$ cat src/rtl/idex_stage_reg.sv
// ID/EX pipeline register: latches decode data/control, carries a valid bit,
// handles stall/flush, detects load-use hazards and counts inserted bubbles.
module idex_stage_reg #(
  parameter int DATA_W   = 32,
  parameter int REG_W    = 5,
  parameter int ALU_OP_W = 3,
  parameter int CNT_W    = 16
) (
  input  logic                clk,
  input  logic                rst,
  input  logic                stall,
  input  logic                flush,
  input  logic                valid_in,
  input  logic                uses_rt,
  input  logic [DATA_W-1:0]   reg_a_data,
  input  logic [DATA_W-1:0]   reg_b_data,
  input  logic [DATA_W-1:0]   pc1,
  input  logic [DATA_W-1:0]   data_extend16,
  input  logic [REG_W-1:0]    rs,
  input  logic [REG_W-1:0]    rt,
  input  logic [REG_W-1:0]    rd,
  input  logic [ALU_OP_W-1:0] alu_opc,
  input  logic                reg_dst,
  input  logic                r31,
  input  logic                reg_write,
  input  logic                alu_src,
  input  logic                mem_read,
  input  logic                mem_write,
  input  logic                mem_to_reg,
  input  logic                write_pc_4,
  output logic [DATA_W-1:0]   reg_a_data_o,
  output logic [DATA_W-1:0]   reg_b_data_o,
  output logic [DATA_W-1:0]   pc1_o,
  output logic [DATA_W-1:0]   data_extend16_o,
  output logic [REG_W-1:0]    rs_o,
  output logic [REG_W-1:0]    rt_o,
  output logic [REG_W-1:0]    rd_o,
  output logic [ALU_OP_W-1:0] alu_opc_o,
  output logic                reg_dst_o,
  output logic                r31_o,
  output logic                reg_write_o,
  output logic                alu_src_o,
  output logic                mem_read_o,
  output logic                mem_write_o,
  output logic                mem_to_reg_o,
  output logic                write_pc_4_o,
  output logic                valid_o,
  output logic                hazard,
  output logic [CNT_W-1:0]    bubble_count
);

  logic bubble;

  // A load in EX whose destination is read by the instruction in ID.
  always_comb begin
    hazard = rst & valid_o & mem_read_o & valid_in & (rt_o != '0)
           & ((rt_o == rs) | (uses_rt & (rt_o == rt)));
  end

  assign bubble = flush | hazard;

  always_ff @(posedge clk) begin
    if (!rst) begin
      reg_a_data_o    <= '0;
      reg_b_data_o    <= '0;
      pc1_o           <= '0;
      data_extend16_o <= '0;
      rs_o            <= '0;
      rt_o            <= '0;
      rd_o            <= '0;
      alu_opc_o       <= '0;
      reg_dst_o       <= 1'b0;
      r31_o           <= 1'b0;
      reg_write_o     <= 1'b0;
      alu_src_o       <= 1'b0;
      mem_read_o      <= 1'b0;
      mem_write_o     <= 1'b0;
      mem_to_reg_o    <= 1'b0;
      write_pc_4_o    <= 1'b0;
      valid_o         <= 1'b0;
      bubble_count    <= '0;
    end else if (!stall) begin
      reg_a_data_o    <= reg_a_data;
      reg_b_data_o    <= reg_b_data;
      pc1_o           <= pc1;
      data_extend16_o <= data_extend16;
      rs_o            <= rs;
      rt_o            <= rt;
      rd_o            <= rd;
      alu_opc_o       <= alu_opc;
      reg_dst_o       <= reg_dst;
      r31_o           <= r31;
      alu_src_o       <= alu_src;
      // Bubble: only state-changing controls are killed, datapath fields are don't-care.
      if (bubble) begin
        reg_write_o  <= 1'b0;
        mem_read_o   <= 1'b0;
        mem_write_o  <= 1'b0;
        mem_to_reg_o <= 1'b0;
        write_pc_4_o <= 1'b0;
        valid_o      <= 1'b0;
        if (bubble_count != {CNT_W{1'b1}})
          bubble_count <= bubble_count + CNT_W'(1);
      end else begin
        reg_write_o  <= reg_write;
        mem_read_o   <= mem_read;
        mem_write_o  <= mem_write;
        mem_to_reg_o <= mem_to_reg;
        write_pc_4_o <= write_pc_4;
        valid_o      <= valid_in;
      end
    end
  end

endmodule

$ cat config.mk
export PLATFORM = sky130hd
export DESIGN_NAME = idex_stage_reg
export DESIGN_NICKNAME = d
export VERILOG_FILES = /design/src/rtl/idex_stage_reg.sv
export SDC_FILE = /design/constraint.sdc
export NUM_CORES = 1
export LEC_CHECK = 0
export BUFFER_PORTS_ARGS = -buffer_cell sky130_fd_sc_hd__buf_2
export CAP_MARGIN = 10
export CORE_AREA = 2 2 128 130
export DETAILED_ROUTE_END_ITERATION = 12
export DIE_AREA = 0 0 130 132
export PLACE_DENSITY = 0.81
export SETUP_SLACK_MARGIN = 0.1
export SYNTH_ARGS = -nofsm -noshare
export SYNTH_HDL_FRONTEND = slang
export SYNTH_SLANG_ARGS = --single-unit
export TNS_END_PERCENT = 10
$ cat constraint.sdc
create_clock -name clk -period 3.85 [get_ports clk]
set_input_delay 0.1925 -clock clk [delete_from_list [all_inputs] [get_ports clk]]
set_output_delay 0.1925 -clock clk [all_outputs]
set_load 0.03 [all_outputs]
* Yosys cells after proc, flatten, opt, wreduce, memory -nomap -nowiden
Cells that the tools add are included.
Storage, ports and cells: register bits 171, output and inout bits 172, memories 0, memory bits (read-only) 0, bits in latches 0, bits in writable memories 0, input port bits 160, word-level logic and storage cells 39
Operators by class: shifts and indexed selects 0, bitwise operators 9, muxes and demuxes 6, div/mod/pow operators 0, reductions and logical operators 2, eq/ne operators 3, magnitude comparators 0, add/sub/neg operators 1, $mul 0
Operators with widths (number):
- $add 16x1->16 const B | 1
- $ne 16x16->1 const B | 1
- $eq 5x5->1 | 2
- $and 1x1->1 | 6
- $mux 1 | 6
- $reduce_bool 5->1 | 1
- $reduce_and 3->1 | 1
- $or 1x1->1 | 2
- $not 1->1 | 1

* Logic depth before layout (Yosys ltp)
depth in word-level cells 7, mapped depth 8, depth with buffers taken out 7

* Least setup slack after synthesis
OpenSTA, ideal clock, no wires.
path type reg-to-reg, from register rt_o[2], to register bubble_count[11], path slack 1.743 ns, data arrival time 2.036 ns, path buffers 1, clock period less this slack 2.107 ns, setup time 0.070 ns, stages on the path, launching flop included 8, data required time 3.780 ns, cells stage by stage dfxtp_1 > xor2_1 > nor4_2 > a32oi_1 > o21ba_1 > buf_6 > or4_1 > a21oi_1
On the way: longest elaborated chain between the ends 6, elaborated cells on any way between the ends 9, those cells by class eq/ne: 2; bitwise: 5; reduce/logical: 2
Ends and longest elaborated chain:
- start: declaration | RTL line 36 | output logic [REG_W-1:0] rt_o,
- start signal: assignment | RTL line 88 | rt_o <= rt;
- $eq 5x5->1 | RTL line 57 | & ((rt_o == rs) | (uses_rt & (rt_o == rt)));
- $and 1x1->1 | RTL line 57
- $or 1x1->1 | RTL line 57
- $and 1x1->1 (*) | RTL line 57
- $or 1x1->1 (*) | RTL line 60 | assign bubble = flush | hazard;
- $reduce_and 3->1 (no source line) (*)
- end signal: assignment | RTL line 103 | bubble_count <= bubble_count + CNT_W'(1);
- end: declaration | RTL line 49 | output logic [CNT_W-1:0] bubble_count
Every way passes the cells marked *; elsewhere a longest branch is shown, timed or not. A chain may end at the register's enable or synchronous reset.

* Final worst setup path
from register rt_o[0], to register bubble_count[12]
The elaborated chain is that of the path after synthesis.

==> out/results.ini <==
[detailed_routing]
viasPerCell=4.813
via_count=5954
drt-pass1-iter-count=4
drtIter0Drc=310
final_antenna_net_count=0
routedWlPerCell_microns=15.25
drc_errors=0
wl_microns=18860

[run_status]
status=finished, final reports clean

[flow_run]
cap_viol_max_count=0

[sta]
tightestPinTransition_ps=1063
fin_crit_sh_pct=64.93
setup_tns_ps=0
fmaxAchievable_mhz=400.0
slew_headroom_pct=29.10
period_needed_ps=2500
setup_viol=0
hold_violations=0
timing.hold.ws_ps=8.483
fin_skew_ps=5.985
rsz0062_at_grt=no
maxSlewViolCount=0

[setup_path]
cp.required_ps=4190
crit_type=reg2reg
cp_slowest_stage_delay_ps=880
cp_cell_sequence=or4_1 > o21ai_1 > o21ba_1 > o21ai_0 > a21oi_1
worst_setup_path_end_kind=register
crit_path_top_delay_cell=o21ba_1
path_max_fanout=32
startpoint_type=register
worstRegToRegCells=5
cp.arrival_ps=2840

[power]
p_comb_share_pct=16.1
power_switching_mw=1.268
power_frac_clock_pct=39.0
power.density_nw_per_um2=451.3
switching_share_pct=29.67
p_int_mw=3.006
p_leak_nw=4.874
ir_worst_vdd_v=0.0002725
seqPwrFrac_pct=44.9

[layout]
final_cell_mix=buf_2 (330), dfxtp_1 (171), nor2_1 (153), mux2i_1 (153), dlygate4sd3_1 (69)
nNetsFinal=1169
antenna_cells=0
fin_cells=1237
final-seq-area_sq_um=3423
multi_input_area_sq_um=2791
layout_commonest_cell=buf_2
fillers=1281
areaGrowthSynthToFinish_pct=48.12
drive_gt1_share_pct=35.95

[clock_network]
numCtsBuffers=17
clock_latency_ps=420
path_clk_slew_ps=70
clock_path_buffers=2
cts_sinks=171
h-tree-depth=4
cts_tree=yes
cts_resized=0
cts_root_buf=clkbuf_16

[synth]
ys_seq_area_share_pct=53.54
synth_top_area_share_pct=53.54
synth_flop_cell=dfxtp_1
syn-num-nets=790
syn_area_per_cell_sq_um=10.16
synthTopCellsByArea=dfxtp_1 (54%), mux2i_1 (24%), nor2_1 (9.0%)
yosys.area.top_type=dfxtp_1
synth_edf_count=0
ys_types=36
synth_seq_cells=171
syn_area_sq_um=6394
async_flop_share_pct=0
syn_inst=629
yosys_warnings=0

[hold_path]
min_path_cells=3
holdCritPathClass=in2reg

[grt]
grt_busiest_layer=met2
grt_pass1_vias=5978
grt_use_met3_pct=5.804
grt_pass1_wl_microns=29430
antenna_found_initial=0
grt_util_all_layers_pct=21.43
met2_usage_pct=38.48
grt.overflow.total=0
grt_util_met1_pct=23.68
grt_max_degree=106

[floorplanning]
io_pins=332
dieArea_sq_um=17160
rows=46
start_util_pct=40.69
dieWidth_microns=130
coreArea_sq_um=15710
die_y_microns=132

[placed_design]
dp_hpwl_microns=12170
place.gp.congestion=0.7906
portBuffers=331
dp_cells=1136

[cell families (layout without fill, tap and decap cells)]
kind of cell               count (synthesis)  in the layout  share of synthesized area (%)
DFF                                      171            171                          53.54
AOI/OAI and AO/OA                         36             36                          3.503
xor gates and xnor gates                  10             10                          1.370
muxes                                    153            153                          23.95
adders and majority gates                  1              1                         0.1957
and+or+nand+nor                          213            213                          14.64
buffers and inverters                     45            437                          2.798
[path summary, 6_finish.rpt]
check | start | to | slack [ps]
setup / recovery | rt_o[0] | bubble_count[12] | 1350
hold reg to reg | write_pc_4_o | write_pc_4_o | 470
hold / removal | reg_b_data[0] | reg_b_data_o[0] | 8
setup reg to reg | rt_o[0] | bubble_count[12] | 1350
[Yosys cell counts (all sizes together) (2+ instances only)]
library cell and count:
o31ai 7, nand4b 2, mux2i 153, buf 15, o21a 2, nand3 6
dfxtp 171, clkbuf 27, or3 2, inv 3, nor3 2, o21ai 4
nor2 153, or4 8, nand2 16, xor2 9, nand4 4, nand3b 6
o31a 2, a21oi 17, nand2b 5, nor4 5
[flip-flops by register name (all words and copies together), names as in the netlist, 3 cells and up]
signal,flops
data_extend16_o,32
pc1_o,32
reg_a_data_o,32
reg_b_data_o,32
bubble_count,16
rd_o,5
rs_o,5
rt_o,5
alu_opc_o,3
[repair_timing]
item / CTS / global route
hold buffers: 69 / 0
hold endpoints to repair: 69 / 0
buffers inserted: 0 / 0
[power by group through the flow]
stage	logic (mW)	clock network, mW	registers (mW)
5_1_grt	0.732	1.78	1.93
3_3_place_gp	0.616	0	1.95
3_5_place_dp	0.626	0	1.95
6_report	0.688	1.67	1.92
2_1_floorplan	0.215	0	2.14
4_1_cts	0.682	1.70	1.92
[area by class of cell]
class	count	area share (%)
clock buffer	17	4.492
clock inverter	15	1.585
inverter	3	0.1453
multi-input combinational	413	29.48
sequential	171	36.15
tap	216	2.854
timing repair buffer	402	25.30
[worst max-delay path, delay by kind of cell, from the launching register on]
family          cells  cell delay, ps
compound gates      4            1520
simple gates        1             540
flops               1             360
[metal layers]
metal | wire [microns] | part of all wire [%] | vias to the layer above
li1 | - | - | 2902
met1 | 7361 | 39 | 2792
met2 | 9849 | 52 | 225
met3 | 1202 | 6.4 | 35
met4 | 445 | 2.4 | 0
met5 | 0 | 0 | -
[through the flow]
stage               power (mW)  setup WS (ps)  utilization [%]  area [sq um]
floorplan                2.356           1743                -          6394
global placement         2.566           1504            52.21          8204
detailed placement       2.581           1431            52.21          8204
CTS                      4.302           1396            60.27          9470
global route             4.439           1180            60.27          9470
finish                   4.274           1350            60.27          9470
Power figures use the tool's default switching activity.
